**src/rtl/fast_arc_scorer.sv**
```systemverilog
// FAST corner arc scorer: serially scans the 16-pixel ring for a circular arc of MIN_ARC set bits
// and returns the corner flag and score. Optional macro FAST_ARC_EARLY_EXIT_EN ends the scan early.
module fast_arc_scorer #(
  parameter int PIXEL_WIDTH = 8,
  parameter int MIN_ARC     = 9,
  parameter int SCORE_WIDTH = PIXEL_WIDTH + 4
) (
  input  logic                            clk,
  input  logic                            rst_n,
  input  logic                            ce,
  input  logic                            in_valid,
  output logic                            in_ready,
  input  logic [15:0]                     bright,
  input  logic [15:0]                     dark,
  input  logic [16*(PIXEL_WIDTH+2)-1:0]   diff_b,
  input  logic [16*(PIXEL_WIDTH+2)-1:0]   diff_d,
  output logic                            out_valid,
  input  logic                            out_ready,
  output logic                            corner,
  output logic [SCORE_WIDTH-1:0]          score
);

  localparam int         DW       = PIXEL_WIDTH + 2;
  localparam int         SCAN_LEN = 16 + MIN_ARC - 1;
  localparam logic [4:0] LAST_IDX = 5'(SCAN_LEN - 1);
  localparam logic [4:0] ARC_LEN  = 5'(MIN_ARC);

  typedef enum logic [1:0] {IDLE, SCAN, DONE} state_t;

  state_t                 r_state;
  logic [15:0]            r_bright, r_dark;
  logic [16*DW-1:0]       r_diff_b, r_diff_d;
  logic [4:0]             r_idx, r_run_b, r_run_d;
  logic                   r_hit_b, r_hit_d;
  logic [SCORE_WIDTH-1:0] r_sum_b, r_sum_d, r_score;
  logic                   r_corner, r_out_valid, r_in_ready;

  function automatic logic [4:0] sat16_inc(input logic [4:0] run);
    return (run >= 5'd16) ? 5'd16 : run + 5'd1;
  endfunction

  function automatic logic [SCORE_WIDTH-1:0] pick_score(input logic hb, input logic hd,
                                                        input logic [SCORE_WIDTH-1:0] sb,
                                                        input logic [SCORE_WIDTH-1:0] sd);
    if (hb && hd) return (sb >= sd) ? sb : sd;
    if (hb)       return sb;
    if (hd)       return sd;
    return '0;
  endfunction

  logic [3:0]             w_pos;
  logic                   w_in_ring, w_bit_b, w_bit_d, w_hit_b, w_hit_d, w_last;
  logic [4:0]             w_run_b, w_run_d;
  logic [SCORE_WIDTH-1:0] w_sum_b, w_sum_d;

  always_comb begin
    w_pos     = r_idx[3:0];
    // Positions 16 and up revisit the ring start only to close wrapping arcs.
    w_in_ring = ~r_idx[4];
    w_bit_b   = r_bright[w_pos];
    w_bit_d   = r_dark[w_pos];
    w_run_b   = w_bit_b ? sat16_inc(r_run_b) : 5'd0;
    w_run_d   = w_bit_d ? sat16_inc(r_run_d) : 5'd0;
    w_hit_b   = r_hit_b | (w_bit_b & (w_run_b >= ARC_LEN));
    w_hit_d   = r_hit_d | (w_bit_d & (w_run_d >= ARC_LEN));
    w_sum_b   = w_in_ring ? r_sum_b + SCORE_WIDTH'(r_diff_b[w_pos*DW +: DW]) : r_sum_b;
    w_sum_d   = w_in_ring ? r_sum_d + SCORE_WIDTH'(r_diff_d[w_pos*DW +: DW]) : r_sum_d;
`ifdef FAST_ARC_EARLY_EXIT_EN
    w_last    = (r_idx == LAST_IDX) | ((r_idx == 5'd15) & (w_hit_b | w_hit_d));
`else
    w_last    = (r_idx == LAST_IDX);
`endif
  end

  always_ff @(posedge clk or negedge rst_n) begin
    if (!rst_n) begin
      r_state     <= IDLE;
      r_bright    <= '0;
      r_dark      <= '0;
      r_diff_b    <= '0;
      r_diff_d    <= '0;
      r_idx       <= '0;
      r_run_b     <= '0;
      r_run_d     <= '0;
      r_hit_b     <= 1'b0;
      r_hit_d     <= 1'b0;
      r_sum_b     <= '0;
      r_sum_d     <= '0;
      r_score     <= '0;
      r_corner    <= 1'b0;
      r_out_valid <= 1'b0;
      r_in_ready  <= 1'b1;
    end else if (ce) begin
      case (r_state)
        IDLE: begin
          if (in_valid && r_in_ready) begin
            r_bright   <= bright;
            r_dark     <= dark;
            r_diff_b   <= diff_b;
            r_diff_d   <= diff_d;
            r_idx      <= '0;
            r_run_b    <= '0;
            r_run_d    <= '0;
            r_hit_b    <= 1'b0;
            r_hit_d    <= 1'b0;
            r_sum_b    <= '0;
            r_sum_d    <= '0;
            r_in_ready <= 1'b0;
            r_state    <= SCAN;
          end
        end
        SCAN: begin
          r_idx   <= r_idx + 5'd1;
          r_run_b <= w_run_b;
          r_run_d <= w_run_d;
          r_hit_b <= w_hit_b;
          r_hit_d <= w_hit_d;
          r_sum_b <= w_sum_b;
          r_sum_d <= w_sum_d;
          if (w_last) begin
            r_corner    <= w_hit_b | w_hit_d;
            r_score     <= pick_score(w_hit_b, w_hit_d, w_sum_b, w_sum_d);
            r_out_valid <= 1'b1;
            r_state     <= DONE;
          end
        end
        DONE: begin
          if (out_ready) begin
            r_out_valid <= 1'b0;
            r_in_ready  <= 1'b1;
            r_state     <= IDLE;
          end
        end
        default: r_state <= IDLE;
      endcase
    end
  end

  assign in_ready  = r_in_ready;
  assign out_valid = r_out_valid;
  assign corner    = r_corner;
  assign score     = r_score;

endmodule

```
**config.mk**
```make
export PLATFORM = sky130hd
export DESIGN_NAME = fast_arc_scorer
export DESIGN_NICKNAME = d
export VERILOG_FILES = /design/src/rtl/fast_arc_scorer.sv
export SDC_FILE = /design/constraint.sdc
export NUM_CORES = 1
export LEC_CHECK = 0
export CORE_ASPECT_RATIO = 1.5
export CORE_MARGIN = 2
export CORE_UTILIZATION = 53
export DETAILED_ROUTE_END_ITERATION = 8
export HOLD_SLACK_MARGIN = 0.02
export PLACE_DENSITY_LB_ADDON = 0.3
export SYNTH_ARGS = -nofsm -noshare
export SYNTH_HDL_FRONTEND = slang
export SYNTH_SLANG_ARGS = --single-unit
```
**constraint.sdc**
```tcl
create_clock -name clk -period 7 [get_ports clk]
set_clock_uncertainty 0.15 [all_clocks]
set_input_delay 1.4 -clock clk [delete_from_list [all_inputs] [get_ports clk]]
set_output_delay 1.4 -clock clk [all_outputs]
set_load 0.005 [all_outputs]
```
Word level (Yosys, flattened, before mapping):

Cells that the tools add are included.

* flip-flop bits (word level): 410
* input bits: 357
* output and inout bits: 15

* add/sub/neg operators: 5
* $mul: 1
* $lt $le $gt $ge: 6
* eq/ne operators: 6
* shifts and indexed selects: 2
* muxes and demuxes: 51
* bitwise operators: 5
* reductions and logical operators: 12

Operator list (count)
* variable part select 160 x 9 -> 10 bit: 2
* 2-to-1 mux 12 bit: 10
* one-hot mux 12 bit (2 select lines): 2
* one-hot mux 5 bit (2 select lines): 3
* 2-to-1 mux 5 bit: 5
* adder 12 x 10 -> 12 bit: 2
* 2-to-1 mux 1 bit: 21
* adder 5 x 1 -> 5 bit (second input constant): 3
* >= comparator 12 bit: 1
* AND reduction 4 bit: 3
* >= comparator 5 x 4 -> 1 bit (second input constant): 2
* >= comparator 5 bit (second input constant): 2
* AND reduction 3 bit: 3
* binary-select mux 1 bit (select 4 bit): 2
* one-hot mux 1 bit (2 select lines): 4
* multiplier 4 x 3 -> 7 bit (second input constant): 1
* 2-to-1 mux 2 bit: 3
* inequality test 2 bit (second input constant): 3
* one-hot mux 2 bit (3 select lines): 1
* nonzero test 2 bit: 3
* equality test 5 bit (second input constant): 1
* < comparator 4 x 5 -> 1 bit (second input constant): 1
* bitwise OR 1 bit: 3
* bitwise AND 1 bit: 2
* other kinds (4): 5

Depth between registers and ports, before layout:

Gate-level depths: netlist of run 1.

* word-level depth: 23
* depth in mapped cells: 25
* gate-level depth less buffers: 20

Least setup slack after synthesis of run 1:

OpenSTA, ideal clock, no wires.

* kind: register to register
* start: register r_idx[0]
* end: register r_score[0] (netlist: score[0])
* library setup time: 141 ps
* arrival: 5447 ps
* required time: 6709 ps
* path slack: 1262 ps
* stages on the path, launching flop included: 24
* buffers on the path: 4
* clock period less this slack: 5738 ps
* cells stage by stage: dfrtp_1 > buf_2 > buf_6 > buf_2 > buf_1 > mux4_2 > mux4_2 > ha_1 > fa_1 > a211oi_1 > nor2_1 > o21a_1 > nor3_1 > nor3_1 > a21oi_1 > inv_1 > ha_1 > o21ai_0 > o211ai_1 > a21oi_1 > o21ai_2 > a31o_4 > a21oi_4 > o221ai_2

* word-level cells in the longest chain between the ends: 15
* elaborated cells on any way between the ends: 45
* classes of those cells: 2 x add/sub; 1 x mul; 3 x order compare; 1 x eq/ne; 2 x shift; 30 x mux; 4 x bitwise; 2 x reduce/logical

Ends and longest elaborated chain
* start: declaration: RTL line 33 `logic [4:0] r_idx, r_run_b, r_run_d;`
* start signal: assignment: RTL line 113 `r_idx <= r_idx + 5'd1;`
* parallel branches: the longest is 15 deep, another holds adder 12 x 10 -> 12 bit
* end signal: assignment: RTL line 122 `r_score <= pick_score(w_hit_b, w_hit_d, w_sum_b, w_sum_d);`
* end: declaration: RTL line 35 `logic [SCORE_WIDTH-1:0] r_sum_b, r_sum_d, r_score;`

Parallel ways; which one is timed is not known. The select of a mux whose other input is x is not followed.
A chain may end at the register's enable or synchronous reset.

Final worst setup path of run 1:

* start: register r_idx[1]
* end: register r_score[4] (netlist: score[4])

The elaborated chain is that of the path after synthesis.

==> results of run 1 <==
worst max-delay path, stage by stage (launching register included):
cell and delay [ns]:
sky130_fd_sc_hd__dfrtp_4 0.89, sky130_fd_sc_hd__buf_4 0.52, sky130_fd_sc_hd__mux4_2 0.40, sky130_fd_sc_hd__mux4_2 0.51, sky130_fd_sc_hd__ha_1 0.37, sky130_fd_sc_hd__o21ai_0 0.23
sky130_fd_sc_hd__nor2_1 0.09, sky130_fd_sc_hd__a2111oi_1 0.54, sky130_fd_sc_hd__nor2_1 0.14, sky130_fd_sc_hd__a21o_1 0.20, sky130_fd_sc_hd__and3_1 0.18, sky130_fd_sc_hd__xor2_1 0.21
sky130_fd_sc_hd__ha_1 0.30, sky130_fd_sc_hd__a31o_2 0.23, sky130_fd_sc_hd__a31o_4 0.23, sky130_fd_sc_hd__o22a_1 0.38, sky130_fd_sc_hd__o221ai_2 0.25
final cells by class:
cell class,instances,area share (%)
flip-flops and latches,410,41.0
multi-input cells,832,35.4
repair buffers,385,15.6
clock buffers,63,4.95
well taps,484,2.42
inverters,20,0.300
clock inverters,7,0.200
diodes,17,0.170
placed cells by master (no fill, tap or decap), types with 6 or more instances in the layout:
cell,count
sky130_fd_sc_hd__clkdlybuf4s50_1,370
sky130_fd_sc_hd__nand2b_1,6
sky130_fd_sc_hd__o21ai_1,19
sky130_fd_sc_hd__o221ai_2,10
sky130_fd_sc_hd__nand2_1,59
sky130_fd_sc_hd__a21oi_1,30
sky130_fd_sc_hd__a211oi_1,9
sky130_fd_sc_hd__o21a_1,10
sky130_fd_sc_hd__xor2_1,10
sky130_fd_sc_hd__diode_2,17
sky130_fd_sc_hd__o21ai_0,41
sky130_fd_sc_hd__clkbuf_8,11
sky130_fd_sc_hd__a21o_1,8
sky130_fd_sc_hd__dfrtp_1,407
sky130_fd_sc_hd__nor2b_1,10
sky130_fd_sc_hd__mux2_2,352
sky130_fd_sc_hd__clkbuf_16,42
sky130_fd_sc_hd__buf_4,8
sky130_fd_sc_hd__ha_1,35
sky130_fd_sc_hd__clkbuf_1,10
sky130_fd_sc_hd__nor2_1,30
sky130_fd_sc_hd__inv_1,17
sky130_fd_sc_hd__buf_12,6
sky130_fd_sc_hd__xnor2_1,7
sky130_fd_sc_hd__mux2i_1,15
sky130_fd_sc_hd__mux4_2,104
sky130_fd_sc_hd__nor3_1,8
through the flow:
stage	worst slack, ns	instances	power, W	hold slack (ns)
2_1_floorplan	1.26	1338	0.00242	0.323
3_3_place_gp	1.06	2131	0.00268	0.333
3_5_place_dp	0.989	2131	0.00268	0.340
4_1_cts	0.963	2201	0.00481	0.355
5_1_grt	0.561	2218	0.00491	0.366
6_report	0.981	2218	0.00477	0.353
power by group through the flow:
stage / combinational [W] / clock, W / sequential (W)
floorplan: 0.00000294 / 0 / 0.00241
finish: 0.000265 / 0.00213 / 0.00237
detailed placement: 0.000266 / 0 / 0.00241
global placement: 0.000265 / 0 / 0.00241
CTS: 0.000269 / 0.00217 / 0.00237
global route: 0.000284 / 0.00226 / 0.00237
sequential cells by signal, summed over array words and instances (netlist names), 12 cells and up:
signal and flops:
r_diff_b 160, r_diff_d 160, r_bright 16, r_dark 16, r_sum_b 12, r_sum_d 12, score 12
path summary, 6_finish.rpt:
check	from	to	slack (ns)	depth (start not counted)
hold reg to reg	r_diff_b[45]$_DFFE_PN0P_	r_diff_b[45]$_DFFE_PN0P_	0.35	1
setup / recovery	r_idx[1]$_DFFE_PN0P_	score[4]$_DFFE_PN0P_	0.98	16
setup reg to reg	r_idx[1]$_DFFE_PN0P_	score[4]$_DFFE_PN0P_	0.98	16
min in group asynchronous	rst_n	r_diff_d[6]$_DFFE_PN0P_	0.70	1
hold / removal	r_diff_b[45]$_DFFE_PN0P_	r_diff_b[45]$_DFFE_PN0P_	0.35	1
max in group asynchronous	rst_n	r_diff_b[1]$_DFFE_PN0P_	4.58	2
logic make-up after synthesis:
logic type               count (synthesis)  synth area share, %
AO/OA/AOI/OAI                          165                 5.73
XOR/XNOR                                17                0.763
adder cells (fa/ha/maj)                 37                 2.45
buffers and inverters                   96                 1.96
flip-flops                             410                 52.6
multiplexers                           472                 33.2
AND/OR/NAND/NOR                        141                 3.35
metal layers:
| layer | wire (µm) | GRT usage (%) | up-vias |
|---|---|---|---|
| met2 | 26200 | 45.6 | 426 |
| met1 | 19900 | 33.6 | 6684 |
| li1 | - | - | 5728 |
| met3 | 2830 | 5.38 | 115 |
| met4 | 2210 | 12.0 | 6 |
| met5 | 39 | 0 | - |
==> PnR_summary.wiki, run 1 <==
{| class="wikitable"
! Metric !! Value
|-
| Status || complete, no violations
|-
| Post-synthesis to final-layout area growth || 28.4%
|-
| Leftover overflow at the end of global routing || 0
|-
| Worst slew pin tran || 0.963 ns
|-
| Half-perimeter wire length after detailed placement || 36,700 µm
|-
| Synth cell count leaders || 409 x sky130_fd_sc_hd__dfrtp_1, 352 x sky130_fd_sc_hd__mux2_2, 104 x sky130_fd_sc_hd__mux4_2, 59 x sky130_fd_sc_hd__clkbuf_1, 59 x sky130_fd_sc_hd__nand2_1
|-
| Nets in the synthesized netlist || 1,732
|-
| Number of nets in the final layout || 2,083
|-
| Remaining antenna violation count || 0
|-
| Setup_tns || 0 ns
|-
| TritonCTS buffer count || 40
|-
| Initial antenna violation count || 21
|-
| Final Cycle Share || 86.0%
|-
| Number of setup buffers added after CTS || 0
|-
| Clock Latency Late Sink || 0.55 ns
|-
| Number of sinks on the clock net || 410
|-
| Count of synthesis-stage warnings from yosys || 0
|-
| Wire length of the first global-routing pass || 78,600 µm
|-
| Number of hold violations in the final report || 0
|-
| Clock-pin slew of the registers on the worst-case setup and hold paths || 0.06 ns
|-
| Std-Cell Rows || 86
|-
| H-tree lvl count || 2
|-
| Horiz. Die Dim || 161 µm
|-
| Via count of the first global-routing pass || 13,900
|-
| Number of DRC markers in iteration 0 || 904
|-
| Number of vias per cell after detailed routing || 5.84
|-
| Critical path required time || 7.31 ns
|-
| Total of cells resized after clock tree synthesis || 0
|-
| Total of endpoints with negative setup slack in the final report || 0
|-
| TritonCTS clock tree || yes
|-
| Part of the Yosys area used for sequential elements || 52.6%
|-
| Maximum number of buffers from clock root to sink || 3
|-
| Root Buffer Master || sky130_fd_sc_hd__clkbuf_16
|-
| Post-DR wirelength/cell || 23.0 µm
|-
| RePlAce Congestion || 0.849
|-
| Minimum clock period || 6.02 ns
|-
| Number of distinct library cell variants in the gate-level netlist after synthesis || 56
|-
| Worst VDD drop || 182 µV
|-
| Die Outline Area || 38,400 µm²
|-
| Switch Pwr || 0.00100 W
|-
| Highest net fanout along the worst path || 47
|-
| Sequential cell area in the final layout || 10,300 µm²
|-
| Number of fill cells || 2,556
|-
| Launching element type of the critical path || flip-flop
|-
| Via count of the routed design || 13,000
|-
| Areal power density over the cells || 190 nW/µm²
|-
| Pins Over Slew Limit || 0
|-
| FMAX || 0.166 GHz
|-
| Mean area per synthesized cell || 14.6 µm²
|-
| Multi-input logic area || 8880 µm²
|-
| Total placed instance area || 23,700 µm²
|-
| Sequential share of power || 49.7%
|-
| Number of top-level design ports || 372
|-
| Top flip-flop cell by instance count after synthesis || sky130_fd_sc_hd__dfrtp_1
|-
| Max-cap violations || 0
|-
| Aggregate global-route resource usage || 26.9%
|-
| CTS Hold Bufs || 0
|-
| Synth top area share || 52.5%
|-
| Switching power share of the total || 21.0%
|-
| Area of the mapped netlist || 19,500 µm²
|-
| Combinational share of power || 5.6%
|-
| Largest cells by area after synthesis || sky130_fd_sc_hd__dfrtp_1 52%, sky130_fd_sc_hd__mux2_2 20%, sky130_fd_sc_hd__mux4_2 12%
|-
| Rel. slew slack || 35.8%
|-
| Kind of end point of the critical path || flip-flop
|-
| Hold/Removal Path Class || flip-flop to flip-flop
|-
| Pin count of the biggest net entering global routing || 172
|-
| Clock power frac || 44.7%
|-
| Height of the die || 239 µm
|-
| Leakage || 11.4 nW
|-
| Post-route DRC || 0
|-
| Total of flip-flops plus latches after synthesis || 410
|-
| Type of the worst setup path || flip-flop to flip-flop
|-
| Share of post-route cells with drive strength above 1 || 32.4%
|-
| Core area || 36,500 µm²
|-
| PortBufs || 371
|-
| Post-Syn Instances || 1,338
|-
| Crit path DAT || 6.33 ns
|-
| Top cell type by total area after synthesis || sky130_fd_sc_hd__dfrtp_1
|-
| Number of synthesized flops with an enable pin || 0
|-
| Design area || 25,100 µm²
|-
| Total wire length after detailed routing || 51,100 µm
|-
| Pre-antenna DRT Iters || 4
|-
| Effective utilization at floorplan || 53.5%
|-
| Int Power || 0.00376 W
|-
| Share of async-settable or async-resettable flops after synthesis || 100%
|-
| Setup repair after global routing missed its margin || false
|-
| Most repeated cell in the gate-level netlist after synthesis || sky130_fd_sc_hd__dfrtp_1
|-
| Finished Core Util || 68.7%
|}
No activity file was read; power rests on OpenSTA's default activity.
==> run 2: changes to the inputs <==
--- a/config.mk
+++ b/config.mk
@@ -6,7 +6,7 @@
 export NUM_CORES = 1
 export LEC_CHECK = 0
 export CORE_ASPECT_RATIO = 1.5
-export CORE_MARGIN = 2
+export CORE_MARGIN = 4
 export CORE_UTILIZATION = 53
 export DETAILED_ROUTE_END_ITERATION = 8
 export HOLD_SLACK_MARGIN = 0.02
==> PnR_summary.wiki, run 2 (same netlist as run 1, synthesis figures left out) <==
{| class="wikitable"
! Metric !! Value
|-
| Status || complete, no violations
|-
| Half-perimeter wire length after detailed placement || 38,700 µm (+5.4%)
|-
| Highest net fanout along the worst path || 27 (-43%)
|-
| RePlAce Congestion || 0.861 (+1.4%)
|-
| Number of nets in the final layout || 2,087 (+0.19%)
|-
| Hold Crit Depth || 1 (unchanged)
|-
| Commonest non-fill, non-tap cell in the layout || sky130_fd_sc_hd__dfrtp_1
|-
| Worst VDD drop || 167 µV (-8.2%)
|-
| Total wire length after detailed routing || 52,600 µm (+2.9%)
|-
| TritonCTS buffer count || 40 (unchanged)
|-
| Worst slew pin tran || 1.03 ns (+0.0674 ns)
|-
| Via count of the routed design || 12,900 (-0.13%)
|-
| Post-synthesis to final-layout area growth || 28.4% (about the same)
|-
| Maximum number of buffers from clock root to sink || 3 (unchanged)
|-
| Pre-antenna DRT Iters || 5 (+1)
|-
| Post-placement cell count || 2,129 (-0.094%)
|-
| Minimum clock period || 6.10 ns (+0.0767 ns)
|-
| PortBufs || 371 (unchanged)
|-
| Type of the worst setup path || flip-flop to flip-flop
|-
| Hold endpoint || r_diff_d[22]$_DFFE_PN0P_
|-
| Logic depth of the worst register-to-register path || 16 (unchanged)
|-
| Share of post-route cells with drive strength above 1 || 32.5% (+0.16 points)
|-
| Remaining antenna violation count || 0 (unchanged)
|-
| Crit path DAT || 6.39 ns (+0.06 ns)
|-
| Hold/Removal Path Class || flip-flop to flip-flop
|-
| Reg2reg setup slack || 0.90 ns (-0.08 ns)
|-
| Areal power density over the cells || 191 nW/µm² (+0.23%)
|-
| Critical path required time || 7.29 ns (-0.02 ns)
|-
| Clock Latency Late Sink || 0.55 ns (about the same)
|-
| Initial antenna violation count || 20 (-4.8%)
|-
| Aggregate global-route resource usage || 26.2% (-0.64 points)
|-
| Worst Min Path Start || r_diff_d[22]$_DFFE_PN0P_
|-
| Wire length of the first global-routing pass || 80,600 µm (+2.6%)
|-
| Final Cycle Share || 87.1% (+1.1 points)
|-
| H-tree lvl count || 2 (unchanged)
|-
| Post-DR wirelength/cell || 23.7 µm (+3.0%)
|-
| Total of cells resized after clock tree synthesis || 0 (unchanged)
|-
| Number of hold violations in the final report || 0 (unchanged)
|-
| Core area || 36,200 µm² (-0.87%)
|-
| Most used cells in the layout excluding fill and tap cells || 407 x sky130_fd_sc_hd__dfrtp_1, 370 x sky130_fd_sc_hd__clkdlybuf4s50_1, 352 x sky130_fd_sc_hd__mux2_2
|-
| Total of endpoints with negative setup slack in the final report || 0 (unchanged)
|-
| Number of fill cells || 2,524 (-1.3%)
|-
| Std-Cell Rows || 85 (-1.2%)
|-
| Kind of end point of the critical path || flip-flop
|-
| Number of setup buffers added after CTS || 0 (unchanged)
|-
| Leftover overflow at the end of global routing || 0 (unchanged)
|-
| Root Buffer Master || sky130_fd_sc_hd__clkbuf_16
|-
| Max-cap violations || 0 (unchanged)
|-
| Number of vias per cell after detailed routing || 5.84 (about the same)
|-
| Pins Over Slew Limit || 0 (unchanged)
|-
| Effective utilization at floorplan || 54.0% (+0.47 points)
|-
| Launching element type of the critical path || flip-flop
|-
| Rel. slew slack || 31.3% (-4.5 points)
|-
| Reg2reg end || score[6]$_DFFE_PN0P_
|-
| Die Outline Area || 40,000 µm² (+4.2%)
|-
| Number of DRC markers in iteration 0 || 821 (-9.2%)
|-
| Number of top-level design ports || 372 (unchanged)
|-
| Horiz. Die Dim || 165 µm (+2.5%)
|-
| Setup repair after global routing missed its margin || false
|-
| Setup_tns || 0 ns (unchanged)
|-
| Number of sinks on the clock net || 410 (unchanged)
|-
| Clock-pin slew of the registers on the worst-case setup and hold paths || 0.06 ns (about the same)
|-
| Height of the die || 243 µm (+1.7%)
|-
| TritonCTS clock tree || yes
|-
| Largest registers ranked by flip-flop count || r_diff_b (160), r_diff_d (160)
|-
| Startpoint of the worst register-to-register path || r_idx[0]$_DFFE_PN0P_
|-
| Via count of the first global-routing pass || 14,300 (+2.8%)
|-
| FMAX || 0.164 GHz (-1.3%)
|-
| Post-route DRC || 0 (unchanged)
|-
| Leakage || 11.4 nW (about the same)
|-
| CTS Hold Bufs || 0 (unchanged)
|-
| Pin count of the biggest net entering global routing || 162 (-5.8%)
|-
| Post-route insts no fill || 2,216 (-0.090%)
|}
==> run 2: cell types whose count changed in the layout (fill, tap and decap cells not counted), sizes merged <==
cell	change
buf	+4
bufinv	+3
clkbuf	-9
clkinv	+2
clkinvlp	+1
diode	+3
==> run 2: layout make-up <==
class	count	area (µm²)	share of cell area, %
well taps	478	598	2.39
clock buffers	54	1110	4.44
inverters	20	75.1	0.300
diodes	20	50.0	0.200
flip-flops and latches	410	10300	41.0
multi-input cells	832	8880	35.4
clock inverters	13	158	0.629
repair buffers	389	3920	15.6
==> run 2: how the worst max path moves through the flow <==
stage	start	slack [ns]	end
4_1_cts	r_idx[0]$_DFFE_PN0P_	0.98	score[6]$_DFFE_PN0P_
3_5_place_dp	r_idx[0]$_DFFE_PN0P_	1.03	score[6]$_DFFE_PN0P_
6_report	r_idx[0]$_DFFE_PN0P_	0.90	score[6]$_DFFE_PN0P_
2_1_floorplan	r_idx[0]$_DFFE_PN0P_	1.26	score[0]$_DFFE_PN0P_
5_1_grt	r_idx[0]$_DFFE_PN0P_	0.59	score[0]$_DFFE_PN0P_
3_3_place_gp	r_idx[0]$_DFFE_PN0P_	1.21	score[0]$_DFFE_PN0P_
==> run 2: routing by layer <==
layer	vias up	global-route usage (%)	wire length [µm]
li1	5747	-	-
met1	6686	32.7	20100
met2	409	44.5	27500
met3	98	4.79	2830
met4	2	11.7	2170
met5	-	0	13
==> run 2: report_power, final <==
part	switching, W	internal [W]	leakage [nW]
Combinational	0.0000920	0.000178	5.07
Sequential	0	0.00237	5.71
Clock	0.000911	0.00123	0.627
==> run 2: worst max-delay path, stage by stage, from the launching register on <==
cell	delay [ns]
sky130_fd_sc_hd__dfrtp_4	0.81
sky130_fd_sc_hd__buf_4	0.46
sky130_fd_sc_hd__mux4_2	0.56
sky130_fd_sc_hd__mux4_2	0.47
sky130_fd_sc_hd__ha_1	0.37
sky130_fd_sc_hd__a211oi_1	0.32
sky130_fd_sc_hd__nor2_1	0.12
sky130_fd_sc_hd__a2111oi_1	0.53
sky130_fd_sc_hd__nor2_1	0.18
sky130_fd_sc_hd__a21o_1	0.22
sky130_fd_sc_hd__and3_1	0.18
sky130_fd_sc_hd__xor2_1	0.21
sky130_fd_sc_hd__ha_1	0.30
sky130_fd_sc_hd__a31o_2	0.23
sky130_fd_sc_hd__a31o_4	0.23
sky130_fd_sc_hd__o22a_1	0.38
sky130_fd_sc_hd__o221ai_2	0.26
==> run 2: metrics by stage <==
stage / area, µm² / setup slack (ns) / hold WS (ns) / util (%) / total power, W
after floorplan: 19500 / 1.26 / 0.323 / - / 0.00242
after global placement: 23700 / 1.21 / 0.334 / 65.7 / 0.00268
after detailed placement: 23700 / 1.03 / 0.341 / 65.7 / 0.00269
after CTS: 25000 / 0.979 / 0.356 / 69.2 / 0.00481
after global routing: 25100 / 0.586 / 0.365 / 69.3 / 0.00493
final: 25100 / 0.904 / 0.354 / 69.3 / 0.00478
==> run 3: changes to the inputs <==
--- a/config.mk
+++ b/config.mk
@@ -9,6 +9,7 @@
 export CORE_MARGIN = 4
 export CORE_UTILIZATION = 53
 export DETAILED_ROUTE_END_ITERATION = 8
+export GPL_TIMING_DRIVEN = 0
 export HOLD_SLACK_MARGIN = 0.02
 export PLACE_DENSITY_LB_ADDON = 0.3
 export SYNTH_ARGS = -nofsm -noshare
==> PnR_summary.wiki, run 3 (same netlist as run 1, synthesis figures left out) <==
{| class="wikitable"
! Metric !! Value
|-
| Met2 wirelength from detailed routing || 30,300 µm (+10%)
|-
| Worst path max stage delay || 0.69 ns (-0.12 ns)
|-
| Rel. slew slack || 35.4% (+4.2 points)
|-
| Worst slew pin tran || 0.968 ns (-0.0624 ns)
|-
| TritonCTS clock tree || yes
|-
| Total of endpoints with negative setup slack in the final report || 0 (unchanged)
|-
| Share of post-route cells with drive strength above 1 || 31.7% (-0.85 points)
|-
| CP dominant cell by count || sky130_fd_sc_hd__nor2_1
|-
| Critical-path cell with the highest stage delay || sky130_fd_sc_hd__clkbuf_1
|-
| Number of hold violations in the final report || 0 (unchanged)
|-
| Number of nets in the final layout || 2,148 (+2.9%)
|-
| H-tree lvl count || 2 (unchanged)
|-
| Total wire length after detailed routing || 57,000 µm (+8.4%)
|-
| Number of vias per cell after detailed routing || 5.87 (+0.43%)
|-
| Top routing layer in use || met5
|-
| Die Outline Area || 40,000 µm² (unchanged)
|-
| Post-DR wirelength/cell || 25.0 µm (+5.3%)
|-
| Clock power frac || 48.3% (+3.6 points)
|-
| Final WS setup || 0.451 ns (-0.453 ns)
|-
| Largest registers ranked by flip-flop count || r_diff_b (160), r_diff_d (160)
|-
| Highest net fanout along the worst path || 10 (-63%)
|-
| Status || complete, no violations
|-
| Pins Over Slew Limit || 0 (unchanged)
|-
| Via count of the routed design || 13,400 (+3.4%)
|-
| Horiz. Die Dim || 165 µm (unchanged)
|-
| Crit path DAT || 6.80 ns (+0.41 ns)
|-
| Launching element type of the critical path || flip-flop
|-
| Commonest non-fill, non-tap cell in the layout || sky130_fd_sc_hd__dfrtp_1
|-
| Combinational share of power || 5.2% (-0.5 points)
|-
| Pre-antenna DRT Iters || 5 (unchanged)
|-
| Half-perimeter wire length after detailed placement || 43,900 µm (+13%)
|-
| Number of setup buffers added after CTS || 0 (unchanged)
|-
| Clock Latency Late Sink || 0.55 ns (about the same)
|-
| Kind of end point of the critical path || flip-flop
|-
| Maximum number of buffers from clock root to sink || 3 (unchanged)
|-
| Effective utilization at floorplan || 54.0% (unchanged)
|-
| Worst VDD drop || 231 µV (+38%)
|-
| Post-synthesis to final-layout area growth || 30.7%
|-
| Max-cap violations || 0 (unchanged)
|-
| Final Cycle Share || 93.6% (+6.5 points)
|-
| CTS Hold Bufs || 0 (unchanged)
|-
| Placement Setup Slack || 0.0428 ns (-0.987 ns)
|-
| Switching power share of the total || 20.1% (-0.87 points)
|-
| Root Buffer Master || sky130_fd_sc_hd__clkbuf_16
|-
| Initial antenna violation count || 21 (+5.0%)
|-
| Sequential share of power || 46.5% (-3.1 points)
|-
| Number of DRC markers in iteration 0 || 788 (-4.0%)
|-
| Via count of the first global-routing pass || 14,900 (+4.6%)
|-
| Pin count of the biggest net entering global routing || 127 (-22%)
|-
| Type of the worst setup path || flip-flop to flip-flop
|-
| TritonCTS buffer count || 40 (unchanged)
|-
| Minimum clock period || 6.55 ns (+0.453 ns)
|-
| Post-route DRC || 0 (unchanged)
|-
| Critical path required time || 7.25 ns (-0.04 ns)
|-
| Hold/Removal Path Class || flip-flop to flip-flop
|-
| Remaining antenna violation count || 0 (unchanged)
|-
| Aggregate global-route resource usage || 28.4% (+2.2 points)
|-
| Clock-pin slew of the registers on the worst-case setup and hold paths || 0.06 ns (about the same)
|-
| Number of top-level design ports || 372 (unchanged)
|-
| Areal power density over the cells || 200 nW/µm² (+4.8%)
|-
| Post-Route M1 WL || 20,600 µm (+2.5%)
|-
| FMAX || 0.153 GHz (-6.9%)
|-
| Int Power || 0.00407 W (+7.9%)
|-
| Leftover overflow at the end of global routing || 0 (unchanged)
|-
| Core area || 36,200 µm² (unchanged)
|-
| Post-placement cell count || 2,190 (+2.9%)
|-
| Leakage || 11.6 nW (+1.7%)
|-
| RePlAce Congestion || 0.890 (+3.5%)
|-
| PortBufs || 371 (unchanged)
|-
| Number of sinks on the clock net || 410 (unchanged)
|-
| Switch Pwr || 0.00103 W (+2.3%)
|-
| Height of the die || 243 µm (unchanged)
|-
| Post-route insts no fill || 2,281 (+2.9%)
|-
| Routed length on met3 || 3530 µm (+25%)
|-
| Std-Cell Rows || 85 (unchanged)
|-
| Worst path cell trace || clkbuf_1 -> clkbuf_1 -> mux4_2 -> mux4_2 -> ha_1 -> a211oi_1 -> nor2_1 -> o21a_1 -> nor2_1 -> xor2_1 -> nor2_1 -> a21oi_1 -> ha_1 -> nor2b_1 -> o21ai_0 -> o211ai_1 -> a21oi_1 -> o21ai_2 -> a31o_4 -> a21oi_4 -> o221ai_2
|-
| Wire length of the first global-routing pass || 86,000 µm (+6.7%)
|-
| Most used cells in the layout excluding fill and tap cells || 409 x sky130_fd_sc_hd__dfrtp_1, 370 x sky130_fd_sc_hd__clkdlybuf4s50_1, 352 x sky130_fd_sc_hd__mux2_2
|}
run 3: cell types whose count changed in the layout (fill, tap and decap cells not counted), sizes merged:
cell,before,now
clkinv,9,4
buf,19,14
clkbuf,54,124
clkinvlp,1,4
diode,20,17
bufinv,3,8
run 3: routing by layer:
layer  GRT usage, %  up-vias
met1           32.9     6925
li1               -     5876
met5              0        -
met4           12.2       10
met2           50.0      435
met3           6.53      133
run 3: timing repair:
| item | in CTS | in global routing |
|---|---|---|
| hold endpoints to repair | 0 | 0 |
| setup endpoints to repair | 0 | 10 |
| gates resized for setup | 0 | 21 |
run 3: worst max-delay path, delay by kind of cell (launching register included):
family	cells	cell delay, ns
xor gates and xnor gates	1	0.17
adders and majority gates	2	0.65
and+or+nand+nor	4	0.43
AOI/OAI and AO/OA	10	2.26
buffers and inverters	2	1.23
DFF	1	0.53
muxes	2	0.96
run 3: worst paths after layout:
path	depth (start not counted)	start	slack [ns]	end
min in group asynchronous	1	rst_n	0.71	r_diff_d[17]$_DFFE_PN0P_
setup reg to reg	21	r_idx[1]$_DFFE_PN0P_	0.45	score[0]$_DFFE_PN0P_
hold / removal	2	score[7]$_DFFE_PN0P_	0.35	score[7]$_DFFE_PN0P_
hold reg to reg	2	score[7]$_DFFE_PN0P_	0.35	score[7]$_DFFE_PN0P_
max in group asynchronous	2	rst_n	4.91	r_diff_b[16]$_DFFE_PN0P_
setup / recovery	21	r_idx[1]$_DFFE_PN0P_	0.45	score[0]$_DFFE_PN0P_
run 3: layout make-up:
class                      instances  area, µm²
fill                            2487      10700
antenna                           17       42.5
tap                              478        598
clock buffer                      58       1230
timing repair buffer             374       3800
inverter                          20       75.1
multi-input combinational        832       8870
sequential                       410      10300
clock inverter                    16        302
buffer                            76        325
run 3: stage by stage:
step	TNS (ns)	total power, W	hold WS (ns)	instance area [µm²]	utilization [%]
after floorplan	0	0.00242	0.323	19500	-
after global placement	-5398.81	0.00268	0.333	23800	65.9
after detailed placement	0	0.00268	0.324	23900	66.1
after CTS	0	0.00513	0.343	25400	70.4
after global routing	-0.0355	0.00525	0.369	25500	70.5
final	0	0.00510	0.348	25500	70.5
run 3: power groups by stage:
stage | Combinational (W) | Sequential [W] | Clock (W)
6_report | 0.000265 | 0.00237 | 0.00246
5_1_grt | 0.000282 | 0.00237 | 0.00260
4_1_cts | 0.000269 | 0.00237 | 0.00250
3_5_place_dp | 0.000267 | 0.00241 | 0
3_3_place_gp | 0.000258 | 0.00242 | 0
2_1_floorplan | 0.00000294 | 0.00241 | 0
